## src/rtl/hazard_ctrl_if.sv

```systemverilog
// rtl/hazard_ctrl_if.sv - pipeline <-> hazard unit signal bundle
interface hazard_ctrl_if;
   logic [4:0]  rs1_id;
   logic [4:0]  rs2_id;
   logic        rs1_used_id;
   logic        rs2_used_id;
   logic [4:0]  rd_ex;
   logic        read_mem_ex;
   logic        write_reg_ex;
   logic        branch_taken_ex;
   logic        mem_req_mem;
   logic        mem_ready_mem;
   logic        stall_pc;
   logic        stall_if_id;
   logic        stall_id_ex;
   logic        stall_ex_mem;
   logic        flush_if_id;
   logic        flush_id_ex;
   logic        mem_timeout;
   logic [1:0]  hz_state;
   logic [15:0] stall_cycles;

   // Pipeline side: reports stage contents, obeys stall/flush controls
   modport master (
      output rs1_id, rs2_id, rs1_used_id, rs2_used_id, rd_ex, read_mem_ex,
             write_reg_ex, branch_taken_ex, mem_req_mem, mem_ready_mem,
      input  stall_pc, stall_if_id, stall_id_ex, stall_ex_mem, flush_if_id,
             flush_id_ex, mem_timeout, hz_state, stall_cycles
   );

   // Hazard unit side
   modport slave (
      input  rs1_id, rs2_id, rs1_used_id, rs2_used_id, rd_ex, read_mem_ex,
             write_reg_ex, branch_taken_ex, mem_req_mem, mem_ready_mem,
      output stall_pc, stall_if_id, stall_id_ex, stall_ex_mem, flush_if_id,
             flush_id_ex, mem_timeout, hz_state, stall_cycles
   );
endinterface

```

## src/rtl/hazard_ctrl.sv

```systemverilog
// rtl/hazard_ctrl.sv - pipeline hazard unit: load-use, branch flush, memory wait with timeout
module hazard_ctrl #(
   parameter int TIMEOUT = 255
) (
   input logic          clk,
   input logic          rst_n,
   hazard_ctrl_if.slave hz
);

   localparam logic [15:0] WAIT_LIMIT = 16'(TIMEOUT);

   typedef enum logic [1:0] {
      RUN      = 2'd0,
      MEM_WAIT = 2'd1,
      ERR      = 2'd2
   } state_t;

   state_t      state;
   state_t      state_nxt;
   logic [15:0] wait_cnt;
   logic [15:0] wait_nxt;
   logic [15:0] stall_cnt;

   logic mem_stall;
   logic load_use;
   logic stall_all;
   logic stall_front;
   logic flush_front;
   logic flush_back;
   logic stall_pc_int;

   assign mem_stall = hz.mem_req_mem & ~hz.mem_ready_mem;

   // A load into x0 never creates a dependency, whatever the ID operands are
   assign load_use = hz.read_mem_ex & hz.write_reg_ex & (hz.rd_ex != 5'd0) &
                     ((hz.rs1_used_id & (hz.rs1_id == hz.rd_ex)) |
                      (hz.rs2_used_id & (hz.rs2_id == hz.rd_ex)));

   // Next state, wait counter and raw stall/flush decisions (priority ERR > mem > branch > load-use)
   always_comb begin
      state_nxt   = state;
      wait_nxt    = wait_cnt;
      stall_all   = 1'b0;
      stall_front = 1'b0;
      flush_front = 1'b0;
      flush_back  = 1'b0;
      case (state)
         RUN: begin
            if (mem_stall) begin
               stall_all = 1'b1;
               state_nxt = MEM_WAIT;
               wait_nxt  = 16'd1;
            end else if (hz.branch_taken_ex) begin
               flush_front = 1'b1;
               flush_back  = 1'b1;
            end else if (load_use) begin
               stall_front = 1'b1;
               flush_back  = 1'b1;
            end
         end
         MEM_WAIT: begin
            if (mem_stall) begin
               stall_all = 1'b1;
               if (wait_cnt == WAIT_LIMIT) begin
                  state_nxt = ERR;
               end else begin
                  wait_nxt = wait_cnt + 16'd1;
               end
            end else begin
               state_nxt = RUN;
               wait_nxt  = 16'd0;
            end
         end
         ERR: begin
            stall_all = 1'b1;
         end
         default: begin
            state_nxt = RUN;
            wait_nxt  = 16'd0;
         end
      endcase
   end

   // Outputs are gated by rst_n so they drop the instant reset is asserted
   assign stall_pc_int    = rst_n & (stall_all | stall_front);
   assign hz.stall_pc     = stall_pc_int;
   assign hz.stall_if_id  = rst_n & (stall_all | stall_front);
   assign hz.stall_id_ex  = rst_n & stall_all;
   assign hz.stall_ex_mem = rst_n & stall_all;
   assign hz.flush_if_id  = rst_n & flush_front;
   assign hz.flush_id_ex  = rst_n & flush_back;
   assign hz.mem_timeout  = (state == ERR);
   assign hz.hz_state     = state;
   assign hz.stall_cycles = stall_cnt;

   // State and memory-wait counter
   always_ff @(posedge clk or negedge rst_n) begin
      if (!rst_n) begin
         state    <= RUN;
         wait_cnt <= 16'd0;
      end else begin
         state    <= state_nxt;
         wait_cnt <= wait_nxt;
      end
   end

   // Saturating count of cycles in which the PC was held
   always_ff @(posedge clk or negedge rst_n) begin
      if (!rst_n) begin
         stall_cnt <= 16'd0;
      end else if (stall_pc_int && (stall_cnt != 16'hFFFF)) begin
         stall_cnt <= stall_cnt + 16'd1;
      end
   end

endmodule

```

## src/flat_wrapper.sv

```systemverilog
// flat-port wrapper written by rule: the top's interface ports become plain ports
module hazard_ctrl_flat 
#(
   parameter int TIMEOUT = 255
)
  (clk, rst_n, hz_rs1_id, hz_rs2_id, hz_rs1_used_id, hz_rs2_used_id, hz_rd_ex, hz_read_mem_ex, hz_write_reg_ex, hz_branch_taken_ex, hz_mem_req_mem, hz_mem_ready_mem, hz_stall_pc, hz_stall_if_id, hz_stall_id_ex, hz_stall_ex_mem, hz_flush_if_id, hz_flush_id_ex, hz_mem_timeout, hz_hz_state, hz_stall_cycles);
  hazard_ctrl_if hz_i ();
  input logic clk;
  input logic rst_n;
  input wire logic [$bits(hz_i.rs1_id)-1:0] hz_rs1_id;
  input wire logic [$bits(hz_i.rs2_id)-1:0] hz_rs2_id;
  input wire logic [$bits(hz_i.rs1_used_id)-1:0] hz_rs1_used_id;
  input wire logic [$bits(hz_i.rs2_used_id)-1:0] hz_rs2_used_id;
  input wire logic [$bits(hz_i.rd_ex)-1:0] hz_rd_ex;
  input wire logic [$bits(hz_i.read_mem_ex)-1:0] hz_read_mem_ex;
  input wire logic [$bits(hz_i.write_reg_ex)-1:0] hz_write_reg_ex;
  input wire logic [$bits(hz_i.branch_taken_ex)-1:0] hz_branch_taken_ex;
  input wire logic [$bits(hz_i.mem_req_mem)-1:0] hz_mem_req_mem;
  input wire logic [$bits(hz_i.mem_ready_mem)-1:0] hz_mem_ready_mem;
  output wire logic [$bits(hz_i.stall_pc)-1:0] hz_stall_pc;
  output wire logic [$bits(hz_i.stall_if_id)-1:0] hz_stall_if_id;
  output wire logic [$bits(hz_i.stall_id_ex)-1:0] hz_stall_id_ex;
  output wire logic [$bits(hz_i.stall_ex_mem)-1:0] hz_stall_ex_mem;
  output wire logic [$bits(hz_i.flush_if_id)-1:0] hz_flush_if_id;
  output wire logic [$bits(hz_i.flush_id_ex)-1:0] hz_flush_id_ex;
  output wire logic [$bits(hz_i.mem_timeout)-1:0] hz_mem_timeout;
  output wire logic [$bits(hz_i.hz_state)-1:0] hz_hz_state;
  output wire logic [$bits(hz_i.stall_cycles)-1:0] hz_stall_cycles;
  assign hz_i.rs1_id = hz_rs1_id;
  assign hz_i.rs2_id = hz_rs2_id;
  assign hz_i.rs1_used_id = hz_rs1_used_id;
  assign hz_i.rs2_used_id = hz_rs2_used_id;
  assign hz_i.rd_ex = hz_rd_ex;
  assign hz_i.read_mem_ex = hz_read_mem_ex;
  assign hz_i.write_reg_ex = hz_write_reg_ex;
  assign hz_i.branch_taken_ex = hz_branch_taken_ex;
  assign hz_i.mem_req_mem = hz_mem_req_mem;
  assign hz_i.mem_ready_mem = hz_mem_ready_mem;
  assign hz_stall_pc = hz_i.stall_pc;
  assign hz_stall_if_id = hz_i.stall_if_id;
  assign hz_stall_id_ex = hz_i.stall_id_ex;
  assign hz_stall_ex_mem = hz_i.stall_ex_mem;
  assign hz_flush_if_id = hz_i.flush_if_id;
  assign hz_flush_id_ex = hz_i.flush_id_ex;
  assign hz_mem_timeout = hz_i.mem_timeout;
  assign hz_hz_state = hz_i.hz_state;
  assign hz_stall_cycles = hz_i.stall_cycles;
  hazard_ctrl #(.TIMEOUT(TIMEOUT)) u_core (.clk(clk), .rst_n(rst_n), .hz(hz_i));
endmodule
```

## config.mk

```make
export PLATFORM = sky130hd
export DESIGN_NAME = hazard_ctrl_flat
export DESIGN_NICKNAME = d
export VERILOG_FILES = /design/src/rtl/hazard_ctrl_if.sv /design/src/rtl/hazard_ctrl.sv /design/src/flat_wrapper.sv
export SDC_FILE = /design/constraint.sdc
export NUM_CORES = 1
export LEC_CHECK = 0
export CAP_MARGIN = 25
export CORE_ASPECT_RATIO = 1.5
export CORE_UTILIZATION = 49
export DETAILED_ROUTE_END_ITERATION = 10
export MAX_ROUTING_LAYER = met4
export PLACE_DENSITY = 0.83
export RECOVER_POWER = 100
export SYNTH_ARGS = -nofsm -noshare
export SYNTH_HDL_FRONTEND = slang
export SYNTH_SLANG_ARGS = --single-unit
```

## constraint.sdc

```tcl
create_clock -name clk -period 2.8 [get_ports clk]
set_input_delay 0.56 -clock clk [delete_from_list [all_inputs] [get_ports clk]]
set_output_delay 0.56 -clock clk [all_outputs]
set_load 0.01 [all_outputs]
```

* After elaboration in Yosys (flattened, before gate mapping) *
Index checks and enable logic that the tools add are counted.

cells by class
  reductions and logical operators = 6
  equal/unequal tests = 9
  muxes and demuxes = 20
  $add $sub $neg = 2
  bitwise gates (word level) = 14

operator list
  cell                                                                     count
  16-bit two-way mux                                                       3
  16-bit case mux with 3 select lines                                      1
  16-bit by 1-bit adder with 16-bit output (second input constant)         2
  16-bit by 8-bit equality test with 1-bit output (second input constant)  1
  16-bit != test (second input constant)                                   1
  1-bit two-way mux                                                        11
  1-bit bitwise AND                                                        10
  5-bit equality test                                                      2
  2-bit two-way mux                                                        3
  3-bit != test (second input constant)                                    2
  2-bit case mux with 3 select lines                                       1
  3-bit AND reduction                                                      2
  5-bit nonzero test                                                       1
  2-bit by 1-bit equality test with 1-bit output (second input constant)   1
  2-bit equality test (second input constant)                              1
  2-bit logical NOT                                                        1
  2-bit by 1-bit != test with 1-bit output (second input constant)         1
  1-bit inverter                                                           2
  1-bit OR                                                                 2
  1-bit case mux with 2 select lines                                       1
  2-bit OR reduction                                                       1
  1-bit logical AND                                                        1

storage, ports and cells
  register bits = 34

* Logic depth before layout (Yosys ltp) *
  depth in word-level cells = 11
  gate-level depth with buffers = 8
  gate-level depth less buffers = 7

* Worst setup path before layout *
No wires, ideal clock.

  path type = input to output
  start point = input hz_rd_ex[0]
  end point = output hz_stall_pc
  cell stages on the path = 7
  buffers on the path = 2
  data required time = 2.240 ns
  data arrival time = 1.908 ns
  slack = 0.332 ns
  cell sequence = or4_1 nor2_1 nor3_2 a31oi_4 buf_4 inv_1 buf_4

on the way
  cells in the longest elaborated chain, start to end = 10

RTL lines
  element                                 line                                  RTL
  start, declared                         flat_wrapper.sv:14                    input wire logic [$bits(hz_i.rd_ex)-1:0] hz_rd_ex;
  5-bit equality test (on tied branches)  hazard_ctrl.sv:36, hazard_ctrl.sv:37
  1-bit bitwise AND (on tied branches)    hazard_ctrl.sv:36, hazard_ctrl.sv:37
  1-bit OR                                hazard_ctrl.sv:36                     ((hz.rs1_used_id & (hz.rs1_id == hz.rd_ex)) |
  1-bit bitwise AND (*)                   hazard_ctrl.sv:35                     assign load_use = hz.read_mem_ex & hz.write_reg_ex & (hz.rd_ex != 5'd0) &
  1-bit two-way mux (*)                   hazard_ctrl.sv:56                     end else if (load_use) begin
  1-bit two-way mux (*)                   hazard_ctrl.sv:53                     end else if (hz.branch_taken_ex) begin
  1-bit two-way mux (*)                   hazard_ctrl.sv:49                     if (mem_stall) begin
  1-bit two-way mux (*)                   hazard_ctrl.sv:47                     case (state)
  1-bit OR (*)                            n/a
  1-bit bitwise AND (*)                   n/a
  end, declared                           flat_wrapper.sv:20                    output wire logic [$bits(hz_i.stall_pc)-1:0] hz_stall_pc;

Every way passes the cells marked *; elsewhere a longest branch is shown, timed or not.

* Worst setup path in the final report *
  start point = input hz_rd_ex[0]
  end point = output hz_stall_pc

on the way
  cells in the longest elaborated chain, start to end = 10

RTL lines
  element                                 line                                  RTL
  5-bit equality test (on tied branches)  hazard_ctrl.sv:36, hazard_ctrl.sv:37
  1-bit bitwise AND (on tied branches)    hazard_ctrl.sv:36, hazard_ctrl.sv:37
  1-bit OR                                hazard_ctrl.sv:36
  1-bit bitwise AND (*)                   hazard_ctrl.sv:35
  1-bit two-way mux (*)                   hazard_ctrl.sv:56
  1-bit two-way mux (*)                   hazard_ctrl.sv:53
  1-bit two-way mux (*)                   hazard_ctrl.sv:49
  1-bit two-way mux (*)                   hazard_ctrl.sv:47
  1-bit OR (*)                            hazard_ctrl.sv:85                     assign stall_pc_int = rst_n & (stall_all | stall_front);
  1-bit bitwise AND (*)                   hazard_ctrl.sv:85

Marks and branches as above.

==> results.json <==
{
  "synth_nets": 226,
  "p_sw_share_pct": 27.54,
  "place.gp.congestion": 0.8256,
  "netlist_instances": 200,
  "htreeDepth": 2,
  "num_rows": 27,
  "power_frac_comb_pct": 22.3,
  "power_mw": 1.346,
  "yosysSeqAreaShare_pct": 43.81,
  "critPathLaunchType": "input pin",
  "track_usage_pct": 24.65,
  "placed_area_um2": 2529,
  "worst-path-buf-inv": 3,
  "final_layout_size_suffix_gt1_share_pct": 10.27,
  "p_leak_nw": 1.193,
  "post-route-min-period_ns": 2.763,
  "hold_viol_final": 0,
  "clkSlewWorstSetupHoldPaths_ns": 0.08,
  "setup_viol": 0,
  "dp_cells": 298,
  "period_share_pct": 98.67,
  "clock.fmax_ghz": 0.3620,
  "place_ws_ns": -0.2239,
  "drv_cap": 0,
  "ir_worst_vdd_v": 0.0006186,
  "final_util_pct": 70.47,
  "hold_class": "reg2reg",
  "clockBufferDepth": 2,
  "die-height_um": 79.10,
  "clk_latency_ns": 0.29,
  "drt_iter0_drc": 46,
  "antennaDiodeCount": 0,
  "power_density_nw_per_um2": 513.9,
  "whs_ns": 0.4852,
  "drc_errors": 0,
  "crit_arrival_ns": 2.20,
  "pwr-share-seq_pct": 45.1,
  "antenna_found_initial": 0,
  "critPathSlowestCell": "or4_1",
  "ys_warn_count": 0,
  "critPathKind": "in2out",
  "numClockSinks": 34,
  "slew_violations": 0,
  "die-area_um2": 4224,
  "async_flop_share_pct": 100.0,
  "detail_route.first_pass.iterations": 4,
  "syn_avg_cell_area_um2": 9.709,
  "post_drt_wl_per_cell_um": 14.44,
  "slew_headroom_pct": 40.69,
  "areaGrowthSynthToFinish_pct": 34.86,
  "final_area_um2": 2619,
  "cp.required_ns": 2.24,
  "synth.cell_area_um2": 1942,
  "worst-path-max-fanout": 2,
  "skew_ns": 0.01490,
  "setup_ws_ns": 0.03732,
  "synth_edf_count": 0,
  "finalSetupTns_ns": 0,
  "synth.distinct_cells": 44,
  "grt_setup_unrepaired": "true",
  "die_w_um": 53.40,
  "viasPerCell": 5.624,
  "cp_cell_sequence": "clkdlybuf4s50_1 -> or4_1 -> nor2_1 -> nor3_2 -> a31oi_4 -> inv_1 -> dlygate4sd2_1",
  "final_cell_count_no_fill": 306,
  "power.switching_mw": 0.3706,
  "p_clk_share_pct": 32.7,
  "cts_hold_buf": 0,
  "tritoncts": "built",
  "final_nets": 288,
  "crit_family": "buffers and inverters",
  "ant_nets": 0,
  "crit_path_end_kind": "primary output",
  "cts_root_buf": "clkbuf_8",
  "portBuffers": 48,
  "ios": 49,
  "synth_top_flop_cell": "dfrtp_1",
  "dpl.hpwl_mm": 3.178,
  "p_int_mw": 0.9752,
  "status": "completed",
  "grt_max_degree": 35,
  "ys_ff_latch": 34,
  "grt_pass1_vias": 1779,
  "core_area_um2": 3716,
  "totalWireLength_mm": 4.418,
  "numCtsBuffers": 5,
  "tightest_slew_ns": 0.8815,
  "start_util_pct": 52.26,
  "max_stage_delay_ns": 0.51,
  "overflow": 0,
  "grt_pass1_wl_mm": 7.583,
  "vias": 1721
}
## sequential cells by signal (all words and copies together), names as in the netlist
name                    flops
u_core.wait_cnt            16
u_core.hz.hz_state          2
u_core.hz.stall_cycles     16
## cell type report
class                           count  area (um2)
Clock inverter                      1       30.03
Inverter                            6       22.52
Sequential cell                    34       850.8
Fill cell                         293        1097
Tap cell                           43       53.80
Multi-Input combinational cell    155        1021
Timing Repair Buffer               60       564.3
Clock buffer                        7       76.32
## synth_stat cells, types with 3 or more instances
cell type	n	area share, %
or3_1	3	0.97
nor3_1	13	3.4
nand2_1	12	2.3
xor2_1	15	6.8
a21oi_1	6	1.5
a31oi_1	3	0.97
and3_1	3	0.97
nor2_1	16	3.1
nand3_1	14	3.6
buf_4	3	1.2
dfrtp_1	34	44
o21ai_1	3	0.77
nor3b_1	3	1.2
nand4_1	6	1.9
xnor2_1	18	8.1
inv_1	6	1.2
o21ai_0	6	1.5
## routing by layer
metal  track usage [%]  vias to the layer above  share of wire [%]
met5                 -                        -                  0
met2             43.88                       54                 56
met4             6.053                        0               0.97
met1             26.71                      831                 38
li1                  -                      831                  -
met3             5.556                        5                4.3
## final timing paths
kind	slack, ns	cells past startpoint	startpoint	to
max in group asynchronous	1.23	3	rst_n	u_core.wait_cnt[0]
worst max-delay path	0.04	7	hz_rd_ex[0]	hz_stall_pc
worst min-delay path	0.49	1	u_core.wait_cnt[15]	u_core.wait_cnt[15]
worst max register to register	0.26	6	u_core.wait_cnt[11]	u_core.wait_cnt[13]
worst min register to register	0.49	1	u_core.wait_cnt[15]	u_core.wait_cnt[15]
min in group asynchronous	1.03	3	rst_n	u_core.wait_cnt[11]
## power groups by stage
stage	clock (mW)	sequential, mW	combinational (mW)
6_report	0.440	0.606	0.300
5_1_grt	0.468	0.614	0.330
4_1_cts	0.446	0.607	0.321
3_5_place_dp	0	0.614	0.317
3_3_place_gp	0	0.613	0.310
2_1_floorplan	0	0.625	0.116
## placed cells by master, fill, tap and decap left out, drive strengths merged, types with 4 or more instances in the layout
cell type / netlist / routed
dfrtp: 34 / 34
clkdlybuf4s50: 0 / 26
dlygate4sd3: 0 / 19
xnor2: 18 / 18
nor2: 17 / 17
xor2: 15 / 15
nor3: 15 / 15
nand3: 14 / 14
nand2: 12 / 12
buf: 4 / 10
o21ai: 9 / 9
clkbuf: 1 / 9
inv: 6 / 6
nand4: 6 / 6
a21oi: 6 / 6
a31oi: 4 / 4
## what timing repair did
action	CTS	global route
gates resized for setup	4	3
endpoints found under the setup margin	3	6
hold endpoints to repair	0	0
buffers inserted	0	0
pin swaps	1	1
## cell families after synthesis
group                      after synthesis  synth area share (%)
and+or+nand+nor                         90                 26.10
muxes                                    1                0.5799
AOI/OAI and AO/OA                       29                 10.24
xor gates and xnor gates                33                 14.88
DFF                                     34                 43.81
adders and majority gates                2                 1.288
buffers and inverters                   11                 3.092
Power figures use the tool's default switching activity.
